<file path="config.mk">
export PLATFORM = sky130hd
export DESIGN_NAME = gmii_tx_sched
export DESIGN_NICKNAME = d
export VERILOG_FILES = /design/src/rtl/gmii_tx_pkg.sv /design/src/rtl/rr_arb2.sv /design/src/rtl/gmii_tx_sched.sv
export SDC_FILE = /design/constraint.sdc
export NUM_CORES = 1
export LEC_CHECK = 0
export CAP_MARGIN = 20
export CORE_UTILIZATION = 53
export DETAILED_ROUTE_END_ITERATION = 16
export GPL_TIMING_DRIVEN = 0
export PLACE_DENSITY_LB_ADDON = 0.25
export SYNTH_ARGS = -nofsm -noshare
export SYNTH_HDL_FRONTEND = slang
export SYNTH_HIERARCHICAL = 1
export SYNTH_SLANG_ARGS = --single-unit
</file>
<file path="constraint.sdc">
create_clock -name clk125_i -period 3.46 [get_ports clk125_i]
set_input_delay 0.519 -clock clk125_i [delete_from_list [all_inputs] [get_ports clk125_i]]
set_output_delay 0.519 -clock clk125_i [all_outputs]
set_load 0.02 [all_outputs]
</file>
<file path="src/rtl/gmii_tx_pkg.sv">
// Shared types and constants for the GMII transmit scheduler.
package gmii_tx_pkg;

  typedef enum logic [2:0] {
    ST_IDLE,
    ST_PRE,
    ST_SFD,
    ST_DATA,
    ST_IPG
  } state_e;

  localparam logic [7:0] PREAMBLE_BYTE = 8'h55;
  localparam logic [7:0] SFD_BYTE      = 8'hD5;
  localparam logic [3:0] PREAMBLE_LEN  = 4'd7;

endpackage

</file>
<file path="src/rtl/rr_arb2.sv">
// Two-way round-robin arbiter: on a tie the requester not granted last wins;
// requester 0 wins ties after reset.
module rr_arb2 (
  input  logic       clk_i,
  input  logic       rst_i,
  input  logic [1:0] req_i,
  input  logic       advance_i,
  output logic [1:0] gnt_o
);

  logic pri_q;
  logic pri_d;

  always_comb begin
    gnt_o = 2'b00;
    if (req_i[0] && (!req_i[1] || !pri_q)) begin
      gnt_o = 2'b01;
    end else if (req_i[1]) begin
      gnt_o = 2'b10;
    end
  end

  always_comb begin
    pri_d = pri_q;
    if (advance_i && gnt_o[0]) begin
      pri_d = 1'b1;
    end else if (advance_i && gnt_o[1]) begin
      pri_d = 1'b0;
    end
  end

  always_ff @(posedge clk_i or posedge rst_i) begin
    if (rst_i) begin
      pri_q <= 1'b0;
    end else begin
      pri_q <= pri_d;
    end
  end

endmodule

</file>
<file path="src/rtl/gmii_tx_sched.sv">
// GMII transmit scheduler: arbitrates two byte-stream requesters, prepends
// preamble/SFD, enforces the inter-packet gap and flags source underruns.
module gmii_tx_sched
  import gmii_tx_pkg::*;
#(
  parameter int unsigned IPG_CYCLES = 12
) (
  input  logic        clk125_i,
  input  logic        reset_i,
  input  logic        en_i,
  input  logic [7:0]  s0_data_i,
  input  logic        s0_valid_i,
  input  logic        s0_last_i,
  output logic        s0_ready_o,
  input  logic [7:0]  s1_data_i,
  input  logic        s1_valid_i,
  input  logic        s1_last_i,
  output logic        s1_ready_o,
  output logic [7:0]  Txd_o,
  output logic        Tx_en_o,
  output logic        Tx_er_o,
  output logic        busy_o,
  output logic [15:0] frame_cnt0_o,
  output logic [15:0] frame_cnt1_o,
  output logic [7:0]  abort_cnt_o
);

  localparam logic [3:0] PRE_LAST = PREAMBLE_LEN - 4'd1;
  localparam logic [3:0] IPG_LAST = 4'(IPG_CYCLES - 1);

  state_e      state_q, state_d;
  logic        gsel_q, gsel_d;
  logic [3:0]  pre_cnt_q, pre_cnt_d;
  logic [3:0]  ipg_cnt_q, ipg_cnt_d;
  logic [7:0]  txd_q, txd_d;
  logic        tx_en_q, tx_en_d;
  logic        tx_er_q, tx_er_d;
  logic [15:0] fcnt0_q, fcnt0_d;
  logic [15:0] fcnt1_q, fcnt1_d;
  logic [7:0]  abort_q, abort_d;

  logic [1:0]  gnt;
  logic        advance;
  logic        xfer_st;
  logic        sel_valid;
  logic        sel_last;
  logic [7:0]  sel_data;

  function automatic logic [7:0] sat_inc8(input logic [7:0] v);
    return (v == 8'hFF) ? v : v + 8'd1;
  endfunction

  assign advance = (state_q == ST_IDLE) && en_i && (s0_valid_i || s1_valid_i);

  rr_arb2 u_arb (
    .clk_i     (clk125_i),
    .rst_i     (reset_i),
    .req_i     ({s1_valid_i, s0_valid_i}),
    .advance_i (advance),
    .gnt_o     (gnt)
  );

  // Ready depends only on state and the held grant, never on valid.
  assign xfer_st    = (state_q == ST_SFD) || (state_q == ST_DATA);
  assign s0_ready_o = xfer_st && !gsel_q;
  assign s1_ready_o = xfer_st && gsel_q;
  assign busy_o     = (state_q != ST_IDLE);

  assign sel_valid = gsel_q ? s1_valid_i : s0_valid_i;
  assign sel_last  = gsel_q ? s1_last_i  : s0_last_i;
  assign sel_data  = gsel_q ? s1_data_i  : s0_data_i;

  always_comb begin
    state_d   = state_q;
    gsel_d    = gsel_q;
    pre_cnt_d = pre_cnt_q;
    ipg_cnt_d = ipg_cnt_q;
    txd_d     = 8'h00;
    tx_en_d   = 1'b0;
    tx_er_d   = 1'b0;
    fcnt0_d   = fcnt0_q;
    fcnt1_d   = fcnt1_q;
    abort_d   = abort_q;
    unique case (state_q)
      ST_IDLE: begin
        if (advance) begin
          gsel_d    = gnt[1] & ~gnt[0];
          pre_cnt_d = 4'd0;
          txd_d     = PREAMBLE_BYTE;
          tx_en_d   = 1'b1;
          state_d   = ST_PRE;
        end
      end
      ST_PRE: begin
        tx_en_d = 1'b1;
        if (pre_cnt_q == PRE_LAST) begin
          txd_d   = SFD_BYTE;
          state_d = ST_SFD;
        end else begin
          txd_d     = PREAMBLE_BYTE;
          pre_cnt_d = pre_cnt_q + 4'd1;
        end
      end
      ST_SFD, ST_DATA: begin
        // Next-cycle output mirrors the accepted byte; a missing byte aborts.
        tx_en_d   = 1'b1;
        ipg_cnt_d = 4'd0;
        if (sel_valid) begin
          txd_d   = sel_data;
          state_d = ST_DATA;
          if (sel_last) begin
            state_d = ST_IPG;
            if (gsel_q) fcnt1_d = fcnt1_q + 16'd1;
            else        fcnt0_d = fcnt0_q + 16'd1;
          end
        end else begin
          tx_er_d = 1'b1;
          state_d = ST_IPG;
          abort_d = sat_inc8(abort_q);
        end
      end
      ST_IPG: begin
        if (ipg_cnt_q == IPG_LAST) begin
          state_d = ST_IDLE;
        end else begin
          ipg_cnt_d = ipg_cnt_q + 4'd1;
        end
      end
      default: state_d = ST_IDLE;
    endcase
  end

  always_ff @(posedge clk125_i or posedge reset_i) begin
    if (reset_i) begin
      state_q   <= ST_IDLE;
      gsel_q    <= 1'b0;
      pre_cnt_q <= 4'd0;
      ipg_cnt_q <= 4'd0;
      txd_q     <= 8'h00;
      tx_en_q   <= 1'b0;
      tx_er_q   <= 1'b0;
      fcnt0_q   <= 16'd0;
      fcnt1_q   <= 16'd0;
      abort_q   <= 8'd0;
    end else begin
      state_q   <= state_d;
      gsel_q    <= gsel_d;
      pre_cnt_q <= pre_cnt_d;
      ipg_cnt_q <= ipg_cnt_d;
      txd_q     <= txd_d;
      tx_en_q   <= tx_en_d;
      tx_er_q   <= tx_er_d;
      fcnt0_q   <= fcnt0_d;
      fcnt1_q   <= fcnt1_d;
      abort_q   <= abort_d;
    end
  end

  assign Txd_o        = txd_q;
  assign Tx_en_o      = tx_en_q;
  assign Tx_er_o      = tx_er_q;
  assign frame_cnt0_o = fcnt0_q;
  assign frame_cnt1_o = fcnt1_q;
  assign abort_cnt_o  = abort_q;

endmodule

</file>
* Word-level counts from Yosys, hierarchy flattened *
Index checks and enable logic that the tools add are counted.

storage, ports and cells
  register bits after elaboration = 63
  bits in latches = 0
  RAM bits = 0
  ROM bits = 0
  input port bits = 23
  output and inout port bits = 53
  word-level logic and storage cells = 86
  memories kept = 0

operators by class
  $add $sub $neg = 5
  $mul = 0
  divide/modulo/power cells = 0
  magnitude comparators = 0
  equal/unequal tests = 12
  shifts and indexed selects = 0
  mux-type cells = 26
  bitwise logic cells = 5
  reduce and logical (&&, ||, !) cells = 27

operators by type and width
  kind                   count
  $add 16x1->16 const B  2
  $mux 8                 3
  $pmux 8 s3             1
  $pmux 4 s2             2
  $mux 3                 5
  $mux 4                 3
  $pmux 3 s4             1
  $reduce_and 3->1       3
  $add 4x1->4 const B    2
  $add 8x1->8 const B    1
  $eq 8x8->1 const B     1
  $ne 2x2->1 const B     4
  $reduce_and 4->1       2
  $logic_and 1x1->1      7
  $mux 1                 7
  $mux 7                 1
  $eq 3x2->1 const B     2
  $reduce_bool 2->1      3
  $eq 4x3->1 const B     1
  $eq 4x4->1 const B     1
  $mux 2                 2
  $not 1->1              4
  $reduce_and 2->1       2
  $eq 3x1->1 const B     1
  other kinds (10)       14

* Longest topological paths before layout *
  depth after elaboration = 7
  mapped depth = 6
  gate-level depth less buffers = 6

* Hierarchy *
Netlist, hierarchy kept.

modules (own cells, without submodules)
  module         times used  cells each  area an instance (um2)  sequential area each (um2)
  gmii_tx_sched  1           261         2965.3                  1551.5
  rr_arb2        1           7           58.8                    25.0

* Least setup slack after synthesis *
OpenSTA, ideal clock, no wires.

  kind = register to register
  start = register abort_q[0] (netlist: abort_cnt_o[0])
  end = register abort_q[1] (netlist: abort_cnt_o[1])
  library setup time = 125 ps
  data arrival time = 1656 ps
  data required time = 3335 ps
  setup slack = 1679 ps
  stages on the path, launching flop included = 5
  buffers on the path = 0
  period minus slack after synthesis = 1781 ps
  cells stage by stage = dfrtp_1 -> ha_1 -> and3_1 -> a311oi_4 -> mux2_2

between the ends
  longest elaborated chain between the ends = 3
  elaborated cells between the ends (all ways) = 4
  classes of those cells = add/sub: 1; eq/ne: 1; bitwise: 1; reduce/logical: 1

RTL lines
  what                                                                 RTL line              text
  start, declared                                                      gmii_tx_sched.sv:40   logic [7:0] abort_q, abort_d;
  start signal, assigned                                               gmii_tx_sched.sv:155  abort_q <= abort_d;
  parallel branches: the longest is 3 deep, another holds $add 8x1->8  n/a

Several ways; the timed one is not identified.
A chain may end at the register's enable or synchronous reset.

* Worst setup path after layout *
  start = register gsel_q
  end = output port s1_ready_o

between the ends
  longest elaborated chain between the ends = 1

RTL lines
  what                    RTL line              text
  start, declared         gmii_tx_sched.sv:32   logic gsel_q, gsel_d;
  start signal, assigned  gmii_tx_sched.sv:147  gsel_q <= gsel_d;
  $logic_and 1x1->1       gmii_tx_sched.sv:66   assign s1_ready_o = xfer_st && gsel_q;
  end, declared           gmii_tx_sched.sv:18   output logic s1_ready_o,

Every way passes these cells.

==> impl_metrics.tcl <==
set metrics [dict create \
    post_cts_buffers 0 \
    internal_power_mw 1.60 \
    cts_buffer_depth 2 \
    wl_per_cell_um 14.2 \
    post-route-drc-count 0 \
    drt_iter0_drc 72 \
    busiest_layer "met2" \
    instances_no_fill 431 \
    rsz0062_at_grt "false" \
    synth_top_cell_by_area "dfrtp_1" \
    cts.sinks 63 \
    grt_pass1_vias 2273 \
    drive_gt1_frac 0.109 \
    max-cap-violations 0 \
    arrival_ns 2.20 \
    setup_viol 0 \
    critPathSlowestCell "clkdlybuf4s50_1" \
    path_clk_slew_ns 0.07 \
    yosysWarnings 6 \
    dieArea_um2 6010 \
    ant_nets 0 \
    seqPwrFrac 0.406 \
    finalSetupTns_ns 0 \
    dr_total_vias 2290 \
    avgSynthCellArea_um2 11.3 \
    yosysUniqueCellTypes 47 \
    ys_seq_elements 63 \
    via_per_inst 5.31 \
    startpoint_type "flop" \
    leakage_nw 1.89 \
    slew_viol_final 0 \
    grt_util_met3 0.0400 \
    period_share 0.785 \
    numCtsBuffers 9 \
    grt_pass1_wl_um 10500 \
    yosysTopAreaCellShare 0.521 \
    ff_latch_area_um2 1580 \
    die_w_um 77.5 \
    syn_to_final_growth_pct 34.4 \
    critPathRequiredTime_ns 2.94 \
    grtUsageMet1 0.285 \
    grt_max_degree 39 \
    finalHoldViolCount 0 \
    fp.dieH_um 77.5 \
    first_pass_iters 4 \
    htreeDepth 3 \
    power_density_nw_per_um2 600 \
    grtUsageTotal 0.227 \
    cts_tree "done" \
    critical_path_class "reg2out" \
    multi_input_area_um2 1350 \
    status "finished clean" \
    worstSetupEndpointType "primary output" \
    clock_latency_ns 0.33 \
    synth_nets 297 \
    port_buffers 75 \
    cts_hold_buffers 0 \
    seq_area_frac_synth 0.521 \
    antenna_found_initial 0 \
    tightest_slew_ns 0.802 \
    max-slew-margin-rel 0.464 \
    fin_crit_ns 2.72 \
    switchingPower_mw 0.833 \
    ctsResizeCount 0 \
    core_um2 5510 \
    gp_congestion 0.818 \
    p_comb_frac 0.347 \
    fmax_ghz 0.368 \
    finish.utilization 0.738 \
    overflow 0 \
    synth_cells 268 \
    start_util 0.549 \
    crit_fanout 10 \
    fin_nets 384 \
    switching_share 0.342 \
    hold_path.class "in2async" \
    cts-root-buf "clkbuf_8" \
    routed_wirelength_um 6110 \
    n_fill_cell 408 \
    vdd_ir_drop_max_mv 0.488 \
    hpwl_um 4410 \
    boundaryPins 76 \
    path_cells "buf_6 > clkbuf_1 > and2_1 > clkdlybuf4s50_1" \
    syn-cell-area_um2 3020 \
    fin_skew_ns 0.00644 \
    netlist_top_cells_area "dfrtp_1 52%, xor2_1 5.8%, xnor2_1 4.3%" \
    insertedDiodeCount 0 \
    dp_cells 416 \
    clockPowerShare 0.247 \
    rows 27 \
    grt_util_met2 0.381 \
    critical-path-max-stage-delay_ns 0.61 \
]
## flip-flops by register name (all words and copies together), names as in the netlist, 3 cells and up
signal        cells
frame_cnt0_o     16
frame_cnt1_o     16
Txd_o             8
abort_cnt_o       8
pre_cnt_q         4
state_q           3
ipg_cnt_q         4
## layout by cell type (no fill, tap or decap), types with 4 or more instances in the layout
cell | synthesis | final
clkdlybuf4s50_1 | 0 | 75
dfrtp_1 | 63 | 63
nor2_1 | 21 | 21
xor2_1 | 20 | 20
nand2_1 | 19 | 19
xnor2_1 | 15 | 15
inv_1 | 13 | 12
mux2i_1 | 11 | 11
nand3_1 | 10 | 10
o21ai_0 | 9 | 9
clkbuf_8 | 0 | 9
and3_1 | 7 | 7
mux2_2 | 6 | 6
nor3_1 | 6 | 6
ha_1 | 6 | 6
clkbuf_1 | 3 | 5
nand4_1 | 5 | 5
and4_1 | 5 | 5
nand2b_1 | 4 | 4
## Yosys cell counts (all sizes together)
master / number
a21bo: 1
a21boi: 2
a21o: 3
a21oi: 3
a311oi: 1
a31oi: 3
and2: 1
and3: 7
and4: 5
and4b: 1
buf: 4
clkbuf: 3
dfrtp: 63
ha: 6
inv: 13
mux2: 6
mux2i: 11
nand2: 19
nand2b: 4
nand3: 11
nand3b: 3
nand4: 6
nand4b: 1
nor2: 22
nor2b: 2
nor3: 6
nor3b: 2
nor4: 2
o211ai: 1
o21ai: 9
o22ai: 2
o2bb2ai: 3
or2: 1
or3: 3
or4: 2
xnor2: 16
xor2: 20
## logic make-up (layout without fill, tap and decap cells)
logic type                 Yosys count  in the layout  synth area share
and+or+nand+nor                     98             98             0.189
DFF                                 63             63             0.521
xor gates and xnor gates            36             36             0.107
AOI/OAI and AO/OA                   28             28            0.0658
buffers and inverters               20            111            0.0335
muxes                               17             17            0.0588
adders and majority gates            6              6            0.0248
## worst paths after layout
| kind | from | to | slack [ns] | cells after the start |
|---|---|---|---|---|
| setup / recovery | gsel_q | s1_ready_o | 0.74 | 4 |
| hold / removal | reset_i | u_arb/pri_q | 0.38 | 2 |
| setup reg to reg | state_q[1] | abort_cnt_o[7] | 1.63 | 5 |
| hold reg to reg | frame_cnt1_o[15] | frame_cnt1_o[15] | 0.47 | 1 |
| max in group asynchronous | reset_i | ipg_cnt_q[1] | 2.15 | 3 |
| min in group clk125_i | frame_cnt1_o[15] | frame_cnt1_o[15] | 0.47 | 1 |
## routing by layer
metal | wire length, um | vias up
li1 | - | 1102
met1 | 2710 | 1117
met2 | 3080 | 61
met3 | 215 | 10
met4 | 110 | 0
met5 | 0 | -
## metrics by stage
| step | cell area (um2) | power, mW | setup slack [ns] | hold WS, ns |
|---|---|---|---|---|
| after detailed placement | 3880 | 1.84 | 1.04 | 0.459 |
| after CTS | 4060 | 2.45 | 0.746 | 0.372 |
| after floorplan | 3020 | 1.51 | 1.40 | 0.248 |
| final | 4060 | 2.44 | 0.743 | 0.380 |
| after global placement | 3860 | 1.81 | 0.271 | 0.454 |
| after global routing | 4060 | 2.58 | 0.695 | 0.405 |
## critical path: cells and delay by family (launching register included)
| family | cells | cell delay, ns |
|---|---|---|
| buffers and inverters | 3 | 1.29 |
| DFF | 1 | 0.35 |
| and+or+nand+nor | 1 | 0.23 |
## layout make-up
cell class	instances	share of cell area
multi-input combinational	185	0.331
buffer	7	0.0129
tap	72	0.0222
timing repair buffer	76	0.190
inverter	13	0.0120
clock inverter	4	0.0117
sequential	63	0.388
clock buffer	11	0.0323
## power groups by stage
stage	Combinational, mW	Sequential (mW)	Clock (mW)
after floorplan	0.418	1.09	0
after global placement	0.814	0.996	0
after detailed placement	0.841	1.00	0
after CTS	0.850	0.991	0.614
after global routing	0.927	1.01	0.644
final	0.845	0.991	0.601
Power figures use the tool's default switching activity.
